==> config.mk <==
export PLATFORM = sky130hd
export DESIGN_NAME = id_ex_pipe_stage
export DESIGN_NICKNAME = d
export VERILOG_FILES = /design/src/rtl/id_ex_pipe_stage.sv
export SDC_FILE = /design/constraint.sdc
export NUM_CORES = 1
export LEC_CHECK = 0
export BUFFER_PORTS_ARGS = -buffer_cell sky130_fd_sc_hd__buf_4
export CORE_AREA = 2 2 133 135
export DETAILED_ROUTE_END_ITERATION = 6
export DIE_AREA = 0 0 135 137
export PLACE_DENSITY = 0.7
export SLEW_MARGIN = 20
export SYNTH_ARGS = -nofsm -noshare
export SYNTH_HDL_FRONTEND = slang
export SYNTH_SLANG_ARGS = --single-unit
==> constraint.sdc <==
create_clock -name clk -period 5.1 [get_ports clk]
set_input_delay 0 -clock clk [delete_from_list [all_inputs] [get_ports clk]]
set_output_delay 0 -clock clk [all_outputs]
set_load 0.01 [all_outputs]
==> src/rtl/id_ex_pipe_stage.sv <==
// ID/EX pipeline register for the pipelined RISC-V core.
// It registers valid, the WB/MEM/EX control bundle, the source operands, rd, the immediate and the PC.
// It supports hold, load-use bubble insertion and branch flush.
// Two saturating counters record bubble cycles and stall cycles.
module id_ex_pipe_stage #(
   parameter int XLEN        = 32,
   parameter int RA_W        = 5,
   parameter int NUM_SRC     = 2,
   parameter int CTRL_W      = 7,
   parameter int CNT_W       = 16,
   parameter int CLR_PAYLOAD = 0
) (
   input  logic                    clk,
   input  logic                    reset,
   input  logic                    stall,
   input  logic                    flush_lwstall,
   input  logic                    flush_branch,
   input  logic                    cnt_clr,
   input  logic                    valid_in,
   input  logic [CTRL_W-1:0]       ctrl_in,
   input  logic [NUM_SRC*XLEN-1:0] rs_data_in,
   input  logic [NUM_SRC*RA_W-1:0] rs_addr_in,
   input  logic [RA_W-1:0]         rd_addr_in,
   input  logic [XLEN-1:0]         imm_in,
   input  logic [XLEN-1:0]         pc_in,
   output logic                    valid_out,
   output logic [CTRL_W-1:0]       ctrl_out,
   output logic [NUM_SRC*XLEN-1:0] rs_data_out,
   output logic [NUM_SRC*RA_W-1:0] rs_addr_out,
   output logic [RA_W-1:0]         rd_addr_out,
   output logic [XLEN-1:0]         imm_out,
   output logic [XLEN-1:0]         pc_out,
   output logic [CNT_W-1:0]        bubble_cnt,
   output logic [CNT_W-1:0]        stall_cnt
);

   localparam logic [CNT_W-1:0] CNT_ONE = CNT_W'(1);
   localparam logic [CNT_W-1:0] CNT_MAX = '1;
   localparam bit               CLR_EN  = (CLR_PAYLOAD != 0);

   logic bubble_sel;   // valid/ctrl are cleared on this edge
   logic load_sel;     // all fields take their inputs on this edge
   logic clr_sel;      // payload is zeroed on this edge
   logic bubble_evt;   // a bubble enters the stage (includes loading an invalid slot)
   logic stall_evt;    // the stage really holds (branch flush beats stall)

   logic              valid_reg;
   logic [CTRL_W-1:0] ctrl_reg;
   logic [RA_W-1:0]   rd_reg;
   logic [XLEN-1:0]   imm_reg;
   logic [XLEN-1:0]   pc_reg;
   logic [CNT_W-1:0]  bubble_cnt_reg;
   logic [CNT_W-1:0]  stall_cnt_reg;

   // Decode the per-edge action. Priority: flush_branch > stall > flush_lwstall > load.
   always_comb begin
      bubble_sel = flush_branch | (~stall & flush_lwstall);
      load_sel   = ~stall & ~flush_branch & ~flush_lwstall;
      clr_sel    = bubble_sel & CLR_EN;
      bubble_evt = bubble_sel | (load_sel & ~valid_in);
      stall_evt  = stall & ~flush_branch;
   end

   // Valid and control. An invalid slot is loaded with zero control, so it cannot write a register or memory.
   always_ff @(posedge clk) begin
      if (reset) begin
         valid_reg <= 1'b0;
         ctrl_reg  <= '0;
      end else if (bubble_sel) begin
         valid_reg <= 1'b0;
         ctrl_reg  <= '0;
      end else if (load_sel) begin
         valid_reg <= valid_in;
         ctrl_reg  <= valid_in ? ctrl_in : '0;
      end
   end

   // Scalar payload: rd, the immediate and the PC.
   always_ff @(posedge clk) begin
      if (reset) begin
         rd_reg  <= '0;
         imm_reg <= '0;
         pc_reg  <= '0;
      end else if (load_sel) begin
         rd_reg  <= rd_addr_in;
         imm_reg <= imm_in;
         pc_reg  <= pc_in;
      end else if (clr_sel) begin
         rd_reg  <= '0;
         imm_reg <= '0;
         pc_reg  <= '0;
      end
   end

   // Each source operand has its own value/address register pair.
   generate
      for (genvar gi = 0; gi < NUM_SRC; gi++) begin : g_src
         logic [XLEN-1:0] data_reg;
         logic [RA_W-1:0] addr_reg;

         // Operand lane gi follows the same rules as the scalar payload.
         always_ff @(posedge clk) begin
            if (reset) begin
               data_reg <= '0;
               addr_reg <= '0;
            end else if (load_sel) begin
               data_reg <= rs_data_in[gi*XLEN +: XLEN];
               addr_reg <= rs_addr_in[gi*RA_W +: RA_W];
            end else if (clr_sel) begin
               data_reg <= '0;
               addr_reg <= '0;
            end
         end

         assign rs_data_out[gi*XLEN +: XLEN] = data_reg;
         assign rs_addr_out[gi*RA_W +: RA_W] = addr_reg;
      end
   endgenerate

   // Saturating bubble counter. A clear beats a coincident increment.
   always_ff @(posedge clk) begin
      if (reset || cnt_clr)
         bubble_cnt_reg <= '0;
      else if (bubble_evt && bubble_cnt_reg != CNT_MAX)
         bubble_cnt_reg <= bubble_cnt_reg + CNT_ONE;
   end

   // Saturating stall counter. A clear beats a coincident increment.
   always_ff @(posedge clk) begin
      if (reset || cnt_clr)
         stall_cnt_reg <= '0;
      else if (stall_evt && stall_cnt_reg != CNT_MAX)
         stall_cnt_reg <= stall_cnt_reg + CNT_ONE;
   end

   assign valid_out   = valid_reg;
   assign ctrl_out    = ctrl_reg;
   assign rd_addr_out = rd_reg;
   assign imm_out     = imm_reg;
   assign pc_out      = pc_reg;
   assign bubble_cnt  = bubble_cnt_reg;
   assign stall_cnt   = stall_cnt_reg;

endmodule
Yosys cells after proc, flatten, opt, wreduce, memory -nomap -nowiden. Index checks and enable logic that the tools add are counted.

Reductions and logical operators: 4. Eq/ne operators: 2. Add/subtract/negate cells: 2. Mux-type cells: 1. Bitwise logic cells: 11.

Operators with widths (number): $add 16x1->16 const B (2); $ne 16x16->1 const B (2); $mux 7 (1); $and 1x1->1 (5); $not 1->1 (4); $logic_and 1x1->1 (2); $or 1x1->1 (2); $reduce_or 2->1 (1); $logic_or 1x1->1 (1).

Output and inout port bits: 183. Word-level logic and storage cells: 31. Input port bits: 157. Flip-flop bits (word level): 183.

Logic depth before layout (Yosys ltp).
Depth after elaboration: 6. Mapped depth: 7. Gate-level depth less buffers: 5.

Least setup slack after synthesis. No wires, ideal clock.

Kind: register to register. Start point: register stall_cnt_reg[0], in the netlist stall_cnt[0]. End point: register stall_cnt_reg[10], in the netlist stall_cnt[10]. Data required time: 5.030 ns. Library setup time: 0.070 ns. Data arrival time: 1.652 ns. Stages on the path, launching flop included: 6. Path slack: 3.377 ns. Period minus slack after synthesis: 1.723 ns. Path buffers: 0. Cell sequence: dfxtp_1 -> ha_1 -> and4b_2 -> nand3_4 -> or4_1 -> a21oi_1.

Longest elaborated chain between the ends: 2. Elaborated cells between the ends (all ways): 3. Those cells by class: add/sub: 1; eq/ne: 1; reduce/logical: 1.

RTL lines: start: declaration (RTL line 53) `logic [CNT_W-1:0] stall_cnt_reg;`; start signal: assignment (RTL line 133) `stall_cnt_reg <= stall_cnt_reg + CNT_ONE;`; branches (longest 2 deep; another with $add 16x1->16).

Parallel ways; which one is timed is not known. A chain may end at the register's enable or synchronous reset.

Final worst setup path. Same ends and word-level chain as after synthesis.

==> results by group <==
Floorplan
  – Starting density of the core: between 40% and 50%
  – Core area: 17,100 µm²
  – Die width: 135 µm
  – Io pins: 340
  – Die Ht: 137 µm
  – Num rows: 48
  – Area enclosed by the die boundary: 18,500 µm²

STA
  – Setup total negative slack: 0 ns
  – Transition time of the tightest slew-check pin: between 0.9 and 1 ns
  – Unrepaired setup endpoints after global routing: no
  – Final cycle utilization of the critical path: between 30% and 40%
  – Max transition margin: between 30% and 40%
  – Pins Over Slew Limit: 0
  – Final count of hold timing violations: 0
  – Achievable frequency: 522 MHz
  – Worst path setup slack after routing: 3.19 ns
  – Final count of negative-setup-slack endpoints: 0
  – Post-Route Skew: 0.0107 ns
  – Shortest period the worst path allows: 1.91 ns

Pwr
  – P per Cell Area: 282 nW/µm²
  – Leakage power total: 4.84 nW
  – Maximum vdd drop: about 230 µV

GRT
  – Maximum number of pins on one net before global-route repair: 97
  – Vias in the first global route: around 7,600
  – GRT Resource Usage Total: a little over a quarter
  – Wire length of the first global-routing pass: 38,300 µm
  – Global route total overflow: 0
  – Initial antenna violation count: 1

Clock network
  – Later-pin clock latency in the skew report: ~0.42 ns
  – Number of buffers created by CTS: 17
  – TritonCTS clock tree: built
  – Clk buf depth: 2
  – # clock sinks: 183
  – Clock slew at the register clock pins of the worst setup and hold paths: 0.07 ns
  – Root Buffer Master: sky130_fd_sc_hd__clkbuf_16
  – CTS H-Tree Depth: 4

Yosys
  – Cell variety after synth: slightly below 50
  – Proportion of synthesized flip-flops having asynchronous set or reset: 0%
  – Cells after Synth: 862
  – Top flip-flop cell by instance count after synthesis: sky130_fd_sc_hd__dfxtp_1
  – Mapped Area: 6920 µm²
  – Sequential element share of the synthesized area: 52.9%
  – Yosys warnings: 0
  – Flops & latches, synth: approximately 180
  – Synthesized area divided by synthesized cell count: around 8 µm²
  – Number of flops mapped to enable cells by yosys: 0
  – Net count after synthesis: slightly above 1,000

Route
  – Total Routed Length: ~26,000 µm
  – Via-to-Cell Ratio: between 5 and 6
  – Post-detailed-route wirelength per cell: 16.3 µm
  – DRC violation count after routing: 0
  – First-pass iteration count of the detailed router: 5
  – Number of vias after detailed routing: between 7,000 and 8,000
  – Routed Antenna Nets: 0
  – Violation count after the first detailed-route iteration: approximately 330

Worst hold path
  – Cell depth of the worst min-delay path: 4
  – Worst hold path startpoint: stall
  – Min-Delay Endpoint: stall_cnt[0]
  – Worst hold path type: in -> reg

Placed design
  – Post-Place Cell Area: about 9600 µm²
  – Post-place setup slack: 2.91 ns
  – Placed wire-length estimate: 16,000 µm
  – Final weighted congestion in routability-driven placement: 0.823
  – Count of input and output buffers: 339

Worst setup path
  – Reg2Reg Setup Slack: between 3 and 4 ns
  – CP arrival: ~2.3 ns
  – Req. time, crit path: approximately 5.5 ns
  – Type of the worst setup path: reg -> reg
  – Critical path capture point type: flip-flop
  – Startpoint of the lowest-slack register-to-register path: stall_cnt[0]
  – R2R Path End: stall_cnt[10]
  – Maximum fanout encountered on the critical timing path: 6
  – Startpoint types: flip-flop
  – Cells on worst reg2reg path: 5

Cells and area
  – Share of final-layout standard cells stronger than drive strength 1: 29.1%
  – P&R area growth vs syn: 70.4%
  – Area of all placed cells without fillers: about 12,000 µm²
  – Flip-flop count of the largest register after layout: 64
  – Final Net Count: ~1,500

Run status
  – Result of the run: finished clean

Run
  – Maxcap violations: 0
[cell families (layout without fill, tap and decap cells)]
logic type                 Yosys count  count (layout)  share of synthesized area (%)
other                                0               1                              0
muxes                                6               6                          0.868
and+or+nand+nor                    398             398                           25.4
buffers and inverters               64             544                           3.94
AOI/OAI and AO/OA                  209             209                           16.5
DFF                                183             183                           52.9
adders and majority gates            2               2                          0.361
[worst max-delay path by stage]
stage / endpoint / slack, ns / from / depth (start not counted)
floorplan: stall_cnt[10] / 3.38 / stall_cnt[0] / 5
global placement: g_src[1].data_reg[17] / 2.93 / stall / 6
detailed placement: g_src[0].data_reg[15] / 2.91 / stall / 6
CTS: bubble_cnt[5] / 3.19 / bubble_cnt[0] / 5
global route: stall_cnt[11] / 3.02 / stall_cnt[0] / 5
finish: stall_cnt[10] / 3.19 / stall_cnt[0] / 5
[timing repair]
item                      4_1_cts  5_1_grt
buffers inserted                0        0
resized for setup               0        0
hold buffers                  159        0
hold endpoints to repair      155        0
[report_power, final]
group | total, mW | switching, mW | internal [mW] | leakage, nW
sequential | 1.49 | 0.0208 | 1.47 | 1.48
combinational | 0.399 | 0.171 | 0.228 | 3.05
clock | 1.44 | 0.605 | 0.837 | 0.308
[worst max-delay path, cell delays in order (launching register included)]
cell,delay (ns)
sky130_fd_sc_hd__dfxtp_1,0.41
sky130_fd_sc_hd__ha_1,0.27
sky130_fd_sc_hd__and4b_2,0.35
sky130_fd_sc_hd__nand3_4,0.13
sky130_fd_sc_hd__or4_1,0.53
sky130_fd_sc_hd__a21oi_1,0.16
[cell usage in the layout (no fill, tap or decap), types with 4 or more instances in the layout]
cell,count
sky130_fd_sc_hd__buf_4,344
sky130_fd_sc_hd__nand2_1,315
sky130_fd_sc_hd__dfxtp_1,183
sky130_fd_sc_hd__a21oi_1,169
sky130_fd_sc_hd__dlygate4sd3_1,159
sky130_fd_sc_hd__clkbuf_16,17
sky130_fd_sc_hd__nand3_1,16
sky130_fd_sc_hd__o21ai_0,11
sky130_fd_sc_hd__inv_1,9
sky130_fd_sc_hd__nand4_1,9
sky130_fd_sc_hd__or3_1,9
sky130_fd_sc_hd__or4_1,9
sky130_fd_sc_hd__o31ai_1,8
sky130_fd_sc_hd__mux2i_1,6
sky130_fd_sc_hd__nor2_1,5
sky130_fd_sc_hd__nor4_2,4
sky130_fd_sc_hd__and4_1,4
sky130_fd_sc_hd__and3_1,4
sky130_fd_sc_hd__nor4_1,4
sky130_fd_sc_hd__bufinv_16,4
[per-stage QoR]
step,total power [mW],util [%],hold WS [ns],std cells
floorplan,1.63,-,0.136,862
finish,3.33,69.2,0.108,1568
detailed placement,1.81,56.0,0.255,1376
global placement,1.81,56.0,0.246,1376
global route,3.43,69.2,0.128,1568
CTS,3.35,69.1,0.0885,1567
[cells in the mapped netlist (5+ instances only)]
cell / number / area, µm²
sky130_fd_sc_hd__dfxtp_1: 183 / 3660
sky130_fd_sc_hd__or4_1: 9 / 67.6
sky130_fd_sc_hd__nand4_1: 9 / 56.3
sky130_fd_sc_hd__inv_1: 9 / 33.8
sky130_fd_sc_hd__or3_1: 10 / 62.6
sky130_fd_sc_hd__nand3_1: 16 / 80.1
sky130_fd_sc_hd__nor2_1: 5 / 18.8
sky130_fd_sc_hd__buf_2: 20 / 100
sky130_fd_sc_hd__a21oi_1: 169 / 846
sky130_fd_sc_hd__mux2i_1: 6 / 60.1
sky130_fd_sc_hd__nand2_1: 315 / 1180
sky130_fd_sc_hd__clkbuf_1: 34 / 128
sky130_fd_sc_hd__o31ai_1: 8 / 60.1
sky130_fd_sc_hd__o21ai_0: 11 / 55.1
[layer usage]
metal / global-route usage [%] / wire length [µm] / vias to the layer above
li1: - / - / 3848
met1: 30.4 / 9920 / 3654
met2: 44.3 / 12600 / 314
met3: 7.30 / 1760 / 76
met4: 14.4 / 1180 / 0
met5: 0 / 0 / -
[area by class of cell]
cell class / instances / area [µm²]
multi-input cells: 615 / 3000
clock buffers: 18 / 429
repair buffers: 503 / 4170
well taps: 225 / 282
fillers: 1336 / 5260
inverters: 9 / 33.8
flip-flops and latches: 183 / 3660
clock inverters: 14 / 214
diodes: 1 / 2.50
(Power assumes the default switching activity.)
